--- src/rtl/axis_pkg.sv ---
// Shared definitions for the AXI Stream arbiter family: default widths and
// the source-index width helper.
package axis_pkg;

    localparam int DEFAULT_TDATA_WIDTH = 32;

    // Clamped so a degenerate one-requester build still gets a 1-bit index.
    function automatic int src_width(input int n);
        return (n <= 1) ? 1 : $clog2(n);
    endfunction

endpackage

--- src/rtl/axis_if.sv ---
// Minimal AXI Stream bundle (tvalid/tdata/tready) with manager and
// subordinate views.
interface axis_if #(
    parameter int TDATA_WIDTH = 32
);
    logic                   tvalid;
    logic [TDATA_WIDTH-1:0] tdata;
    logic                   tready;

    modport m (output tvalid, output tdata, input tready);
    modport s (input tvalid, input tdata, output tready);
endinterface

--- src/rtl/rr_grant.sv ---
// Round-robin grant generator: lowest requesting index at or above the
// pointer (wrapping), pointer moves past the winner on each update strobe.
module rr_grant
    import axis_pkg::*;
#(
    parameter int NUM_REQ   = 4,
    parameter int SRC_WIDTH = src_width(NUM_REQ)
) (
    input  logic                 clk,
    input  logic                 rst,
    input  logic [NUM_REQ-1:0]   req,
    input  logic                 update,
    output logic [NUM_REQ-1:0]   grant,
    output logic [SRC_WIDTH-1:0] grant_idx
);

    logic [SRC_WIDTH-1:0] ptr;
    logic                 found;

    // Two passes give the wrap: indices >= ptr first, then the ones below it.
    always_comb begin
        grant     = '0;
        grant_idx = '0;
        found     = 1'b0;
        for (int j = 0; j < NUM_REQ; j++) begin
            if (!found && req[j] && (j >= int'(ptr))) begin
                found     = 1'b1;
                grant[j]  = 1'b1;
                grant_idx = SRC_WIDTH'(j);
            end
        end
        for (int j = 0; j < NUM_REQ; j++) begin
            if (!found && req[j] && (j < int'(ptr))) begin
                found     = 1'b1;
                grant[j]  = 1'b1;
                grant_idx = SRC_WIDTH'(j);
            end
        end
    end

    always_ff @(posedge clk) begin
        if (rst) begin
            ptr <= '0;
        end else if (update) begin
            ptr <= (grant_idx == SRC_WIDTH'(NUM_REQ - 1)) ? '0 : grant_idx + 1'b1;
        end
    end

endmodule

--- src/rtl/axis_rr_arbiter.sv ---
// N-to-1 AXI Stream round-robin arbiter with a registered output and a
// one-entry skid, so s_tready never depends combinationally on tready.
module axis_rr_arbiter
    import axis_pkg::*;
#(
    parameter int NUM_REQ     = 4,
    parameter int TDATA_WIDTH = DEFAULT_TDATA_WIDTH,
    parameter int SRC_WIDTH   = src_width(NUM_REQ)
) (
    input  logic                           clk,
    input  logic                           rst,
    input  logic [NUM_REQ-1:0]             s_tvalid,
    input  logic [NUM_REQ*TDATA_WIDTH-1:0] s_tdata,
    output logic [NUM_REQ-1:0]             s_tready,
    axis_if.m                              axis_mif,
    output logic [SRC_WIDTH-1:0]           m_tsrc,
    input  logic                           invalidate
);

    if (TDATA_WIDTH <= 0) begin : g_bad_width
        $fatal(1, "axis_rr_arbiter: TDATA_WIDTH must be > 0");
    end
    if ($bits(axis_mif.tdata) != TDATA_WIDTH) begin : g_width_mismatch
        $fatal(1, "axis_rr_arbiter: TDATA_WIDTH differs from axis_mif tdata width");
    end

    typedef struct packed {
        logic                   valid;
        logic [TDATA_WIDTH-1:0] data;
        logic [SRC_WIDTH-1:0]   src;
    } entry_t;

    entry_t                 out_q, out_d;
    entry_t                 skid_q, skid_d;
    entry_t                 new_beat;
    logic                   accept_q;
    logic                   hs;
    logic                   out_load;
    logic [NUM_REQ-1:0]     grant;
    logic [SRC_WIDTH-1:0]   grant_idx;
    logic [TDATA_WIDTH-1:0] new_data;

    rr_grant #(
        .NUM_REQ   (NUM_REQ),
        .SRC_WIDTH (SRC_WIDTH)
    ) u_grant (
        .clk       (clk),
        .rst       (rst),
        .req       (s_tvalid),
        .update    (hs),
        .grant     (grant),
        .grant_idx (grant_idx)
    );

    // A beat moves on a side when valid and ready are both high at a posedge;
    // valid never waits for ready, and a presented beat holds until taken.
    assign s_tready = accept_q ? grant : '0;
    assign hs       = accept_q && (|s_tvalid);
    assign out_load = !out_q.valid || axis_mif.tready;

    always_comb begin
        new_data = '0;
        for (int i = 0; i < NUM_REQ; i++) begin
            if (grant[i]) new_data = s_tdata[i*TDATA_WIDTH +: TDATA_WIDTH];
        end
        new_beat.valid = 1'b1;
        new_beat.data  = new_data;
        new_beat.src   = grant_idx;
    end

    // The skid holds the older beat, so it drains first to keep grant order.
    always_comb begin
        out_d  = out_q;
        skid_d = skid_q;
        if (out_load) begin
            if (skid_q.valid) begin
                out_d        = skid_q;
                skid_d.valid = 1'b0;
                if (hs) skid_d = new_beat;
            end else if (hs) begin
                out_d = new_beat;
            end else begin
                out_d.valid = 1'b0;
            end
        end else if (hs) begin
            skid_d = new_beat;
        end
        if (invalidate) begin
            out_d.valid  = 1'b0;
            skid_d.valid = 1'b0;
        end
    end

    always_ff @(posedge clk) begin
        if (rst) begin
            out_q    <= '0;
            skid_q   <= '0;
            accept_q <= 1'b0;
        end else begin
            out_q    <= out_d;
            skid_q   <= skid_d;
            accept_q <= !skid_d.valid;
        end
    end

    assign axis_mif.tvalid = out_q.valid;
    assign axis_mif.tdata  = out_q.data;
    assign m_tsrc          = out_q.src;

endmodule
--- src/flat_wrapper.sv ---
// flat-port wrapper written by rule: the top's interface ports become plain ports
module axis_rr_arbiter_flat import axis_pkg::*;
#(
    parameter int NUM_REQ     = 4,
    parameter int TDATA_WIDTH = DEFAULT_TDATA_WIDTH,
    parameter int SRC_WIDTH   = src_width(NUM_REQ)
)
  (clk, rst, s_tvalid, s_tdata, s_tready, m_tsrc, invalidate, axis_mif_tvalid, axis_mif_tdata, axis_mif_tready);
  axis_if #(.TDATA_WIDTH(TDATA_WIDTH)) axis_mif_i ();
  input  logic clk;
  input  logic rst;
  input  logic [NUM_REQ-1:0] s_tvalid;
  input  logic [NUM_REQ*TDATA_WIDTH-1:0] s_tdata;
  output logic [NUM_REQ-1:0] s_tready;
  output logic [SRC_WIDTH-1:0] m_tsrc;
  input  logic invalidate;
  output wire logic [$bits(axis_mif_i.tvalid)-1:0] axis_mif_tvalid;
  output wire logic [$bits(axis_mif_i.tdata)-1:0] axis_mif_tdata;
  input wire logic [$bits(axis_mif_i.tready)-1:0] axis_mif_tready;
  assign axis_mif_tvalid = axis_mif_i.tvalid;
  assign axis_mif_tdata = axis_mif_i.tdata;
  assign axis_mif_i.tready = axis_mif_tready;
  axis_rr_arbiter #(.NUM_REQ(NUM_REQ), .TDATA_WIDTH(TDATA_WIDTH), .SRC_WIDTH(SRC_WIDTH)) u_core (.clk(clk), .rst(rst), .s_tvalid(s_tvalid), .s_tdata(s_tdata), .s_tready(s_tready), .axis_mif(axis_mif_i), .m_tsrc(m_tsrc), .invalidate(invalidate));
endmodule
--- config.mk ---
export PLATFORM = sky130hd
export DESIGN_NAME = axis_rr_arbiter_flat
export DESIGN_NICKNAME = d
export VERILOG_FILES = /design/src/rtl/axis_pkg.sv /design/src/rtl/axis_if.sv /design/src/rtl/rr_grant.sv /design/src/rtl/axis_rr_arbiter.sv /design/src/flat_wrapper.sv
export SDC_FILE = /design/constraint.sdc
export NUM_CORES = 1
export LEC_CHECK = 0
export CAP_MARGIN = 30
export CORE_MARGIN = 2
export CORE_UTILIZATION = 34
export CTS_BUF_LIST = sky130_fd_sc_hd__clkbuf_2 sky130_fd_sc_hd__clkbuf_4 sky130_fd_sc_hd__clkbuf_8
export DETAILED_ROUTE_END_ITERATION = 10
export GPL_TIMING_DRIVEN = 1
export PLACE_DENSITY_LB_ADDON = 0.2
export SLEW_MARGIN = 20
export SYNTH_ARGS = -nofsm -noshare
export SYNTH_HDL_FRONTEND = slang
export SYNTH_HIERARCHICAL = 1
export SYNTH_SLANG_ARGS = --single-unit
--- constraint.sdc ---
create_clock -name clk -period 2.2 [get_ports clk]
set_input_delay 0.66 -clock clk [delete_from_list [all_inputs] [get_ports clk]]
set_output_delay 0.66 -clock clk [all_outputs]
set_load 0.01 [all_outputs]
Word-level counts from Yosys, hierarchy flattened --
Index checks and enable logic that the tools add are counted.
Operators by class: add/subtract/negate cells 1, order comparisons 6, eq/ne operators 3, multiplexer cells 32, reduce and logical (&&, ||, !) cells 28
Operators with widths (count):
- $mux 35 | 5
- $mux 32 | 4
- $mux 34 | 1
- $mux 1 | 15
- $logic_and 1x1->1 | 13
- $mux 2 | 6
- $logic_not 1->1 | 8
- $ge 1x2->1 const A | 2
- $lt 1x2->1 const A | 2
- $mux 4 | 1
- $reduce_bool 2->1 | 2
- $reduce_or 4->1 | 1
- $reduce_and 3->1 | 1
- $add 2x1->2 const B | 1
- $eq 2x2->1 const B | 1
- $ge 2x2->1 const A | 1
- $lt 2x2->1 const A | 1
- $ne 2x1->1 const B | 1
- $ne 2x2->1 const B | 1
- $reduce_and 2->1 | 1
- $reduce_or 2->1 | 1
- $logic_or 1x1->1 | 1
Storage, ports and cells: bits in registers 73, input bits 136, output and inout port bits 39, word-level logic and storage cells 78

Depth between registers and ports, before layout --
depth after elaboration 33, mapped depth 10

By module --
Netlist, hierarchy kept.
Modules (own cells, without submodules):
- axis_rr_arbiter | instances 1, cells each 339, area an instance 3418.3 sq um, sequential area each 1421.4 sq um
- rr_grant | instances 1, cells each 41, area an instance 281.5 sq um, sequential area each 40.0 sq um

Least setup slack after synthesis --
Ideal clock, no wire load.
path type input to output, from input s_tvalid[2], to output s_tready[1], arrival time 1654 ps, slack -114 ps, cell stages on the path 5, path buffers 2, cells stage by stage a21oi_1 -> o221a_2 -> clkbuf_1 -> clkbuf_1 -> and2_1
On the way: word-level cells in the longest chain between the ends 15
Ends and longest elaborated chain:
- start, declared | RTL line flat_wrapper.sv:12 | input logic [NUM_REQ-1:0] s_tvalid;
- $logic_and 1x1->1 * (2 in series) | RTL line rr_grant.sv:26 | if (!found && req[j] && (j >= int'(ptr))) begin
- $mux 1 * | RTL line rr_grant.sv:26
- $logic_not 1->1 | RTL line rr_grant.sv:26
- $logic_and 1x1->1 | RTL line rr_grant.sv:26
- $mux 1 * | RTL line rr_grant.sv:26
- $logic_not 1->1 | RTL line rr_grant.sv:33 | if (!found && req[j] && (j < int'(ptr))) begin
- $logic_and 1x1->1 (2 in series) | RTL line rr_grant.sv:33
- $mux 1 * | RTL line rr_grant.sv:33
- $logic_not 1->1 * | RTL line rr_grant.sv:33
- $logic_and 1x1->1 * (2 in series) | RTL line rr_grant.sv:33
- $mux 1 * | RTL line rr_grant.sv:33
- named net u_core.grant[1] | RTL line axis_rr_arbiter.sv:39 | logic [NUM_REQ-1:0] grant;
- $mux 4 * | RTL line axis_rr_arbiter.sv:57 | assign s_tready = accept_q ? grant : '0;
- end, declared | RTL line flat_wrapper.sv:14 | output logic [NUM_REQ-1:0] s_tready;
Mark *: on every way through the listed nets, which the timed path passes. The rest lies on a longest branch.

Final worst setup path --
from input s_tvalid[1], to output s_tready[0]
On the way: word-level cells in the longest chain between the ends 15
Ends and longest elaborated chain (RTL line):
- $logic_and 1x1->1 * (2 in series) | rr_grant.sv:26
- $mux 1 * | rr_grant.sv:26
- $logic_not 1->1 | rr_grant.sv:26
- $logic_and 1x1->1 (2 in series) | rr_grant.sv:26
- $mux 1 * | rr_grant.sv:26
- $logic_not 1->1 | rr_grant.sv:26
- $logic_and 1x1->1 | rr_grant.sv:26
- $mux 1 * | rr_grant.sv:26
- $logic_not 1->1 * | rr_grant.sv:33
- $logic_and 1x1->1 * (2 in series) | rr_grant.sv:33
- $mux 1 * | rr_grant.sv:33
- named net u_core.grant[0] | axis_rr_arbiter.sv:39
- $mux 4 * | axis_rr_arbiter.sv:57
Marked as above.

==> reports/qor.txt <==
Final nets - 712
number of port buffers - 174
synth top area cells - dfxtp_1 (39%), a221o_1 (8.7%), a211oi_2 (7.8%)
Final setup viols - 0
Worst Path Required - 1540 ps
total track usage - 22.2%
Final Cycle Share - 98.4%
Syn Nets - 517
#FFs+latches synth - 73
end-of-flow core utilization - 59.7%
DR vias/cell - 5.59
mean post-synth cell area - 9.74 sq um
register area - 0.00147 sq mm
Slowest cell on crit path - and2_1
multi-input logic area - 0.00232 sq mm
Hold WC Path Type - register to register
fin. max-slew vios - 0
run status - completed
Power Density - 603 mW/mm^2
TritonCTS buffer count - 9
H-tree lvl count - 3
Clock Latency Late Sink - 340 ps
Detailed Routing Iterations Pass 1 - 4
P_leak - 0.00235 uW
Max Root-Sink Buffers - 2
Post-route DRC - 0
peak supply drop - 348 uV
CTS root buffer - clkbuf_8
Main synth FF type - dfxtp_1
cell count after synthesis - 380
register area share after synthesis - 39.5%
flop2flop setup slack - 110 ps
initial antenna violation count - 0
Synth Cell Area - 0.00370 sq mm
WL/cell - 18.6 um
Final min period - 2170 ps
most used cell along the critical path - and2_1
num ports - 175
Final HPWL DP - 9.27 mm
Max FO, Critical Path - 4
Clock transition at path regs - 80 ps
vias in the first global route - 4143
fill cell count - 966
Bufs and invs on worst path - 3
Starting Density - 34.4%
crit-path cells - buf_8 -> nor2_4 -> buf_6 -> a21oi_2 -> o21ai_1 -> and2_1 -> and2_1 -> buf_2
Worst-Margin Slew - 537 ps
Diodes inserted - 0
CP Launch Type - input pin
critical path class - input pin to output pin
Max stage delay on crit path - 150 ps
Overflow after GRT - 0
area of the core - 0.0107 sq mm
final hold vios - 0
highest clock rate - 462 MHz
pin count of the biggest net entering global routing - 33
CTS tree - yes
routed via count - 4023
Detailed Route WL - 13.4 mm
Routed Antenna Nets - 0
die area - 0.0117 sq mm
unrepaired setup endpoints after global routing - yes
Vert. Die Dim - 108 um
EDFF count, synth - 0
Cell Rows - 38
Post-synth top cells - dfxtp_1 (73), a21oi_1 (33), a221o_1 (32), a22o_1 (32), o22ai_1 (32)
Initial DRC Count - 179
Synth top area share - 39.5%
synth unique cells - 40
Routability Congestion - 0.801
share of layout cells above drive strength 1 - 28.3%
first-pass GRT wire length - 20.4 mm
Max-slew headroom - 64.1%
share of flip-flops with an asynchronous set or reset - 0%
max_cap viols - 0
largest area contributor in the netlist - dfxtp_1
CP arrival - 1510 ps
count leader, synth - dfxtp_1
crit end category - output pin
Ys Warns - 6
Overall Power - 3870 uW
clk sinks - 73
CP delay by family, top - simple AND/OR/NAND/NOR gates
hold_ws - 480 ps
Final Skew - 11.3 ps
synthesis-to-layout area growth - 73.4%
setup_tns - 0 ps
die width - 108 um
==> sequential cells by signal, indices dropped and copies added, names as in the netlist <==
name	count
u_core/accept_q	1
u_core/axis_mif.tdata	32
u_core/axis_mif.tvalid	1
u_core/m_tsrc	2
u_core/skid_q	35
u_core/u_grant/ptr	2
==> per-stage QoR <==
stage,area [sq um],setup slack (ps),std cells
after floorplan,3700,-39.8,380
after global placement,5890,-757,696
after detailed placement,5890,-842,696
after CTS,6170,4.23,717
after global routing,6410,-71.9,720
final,6410,34.5,720
==> timing repair <==
action,CTS,global route
resized for setup,49,46
buffers inserted,5,2
hold buffers,0,0
endpoints found under the setup margin,72,66
pin swaps,5,9
cloned,0,1
==> power by group <==
group          internal [uW]  leakage [uW]  switching [uW]
Clock                    541      0.000100             517
Combinational            735       0.00166             616
Sequential              1410      0.000596            54.8
Total                   2680       0.00235            1190
==> per-layer routing <==
layer | share of wire [%] | GRT usage [%] | vias to the layer above | routed length (um)
met5 | 0 | 0 | - | 0
met4 | 0.91 | 7.33 | 0 | 122
met3 | 7.8 | 5.61 | 8 | 1040
met2 | 50 | 39.2 | 159 | 6670
met1 | 41 | 26.3 | 1933 | 5550
li1 | - | - | 1923 | -
==> kinds of logic (layout without fill, tap and decap cells) <==
kind of cell,after synthesis,after routing,share of synthesized area [%]
AO/OA/AOI/OAI,196,196,43.3
adder cells (fa/ha/maj),2,2,0.609
buffers and inverters,47,246,6.26
flip-flops,73,73,39.5
multiplexers,6,6,1.62
AND/OR/NAND/NOR,56,57,8.69
==> layout make-up <==
class	instances	share of cell area (%)
flip-flops and latches	73	22.9
multi-input cells	261	36.2
repair buffers	223	34.8
well taps	140	2.73
clock inverters	6	1.01
clock buffers	10	2.05
inverters	7	0.410
==> cells in the final DEF (no fill, tap or decap), types with 3 or more instances in the layout <==
cell type        count
a211oi_2            23
a221o_1             32
nor2_4               6
nor2_1              18
inv_1                5
buf_2                3
a22oi_2              6
buf_12              10
and2_1               5
o22ai_2             22
buf_4               38
nor3_1               5
o22ai_1             10
nor3_2               7
nor2b_4              3
nand2b_1             3
a221oi_2             7
clkbuf_8             9
a22oi_1             17
buf_6                3
a21oi_1             31
a22o_1              32
clkdlybuf4s50_1    166
mux2i_1              6
dfxtp_1             71
==> path summary, 6_finish.rpt <==
kind,from,depth (start not counted),end
worst max-delay path,s_tvalid[1],8,s_tready[0]
worst min-delay path,u_core/skid_q[24],1,u_core/axis_mif.tdata[22]
worst max register to register,u_core/u_grant/ptr[1],10,u_core/axis_mif.tdata[11]
worst min register to register,u_core/skid_q[24],1,u_core/axis_mif.tdata[22]
(Power assumes the default switching activity.)
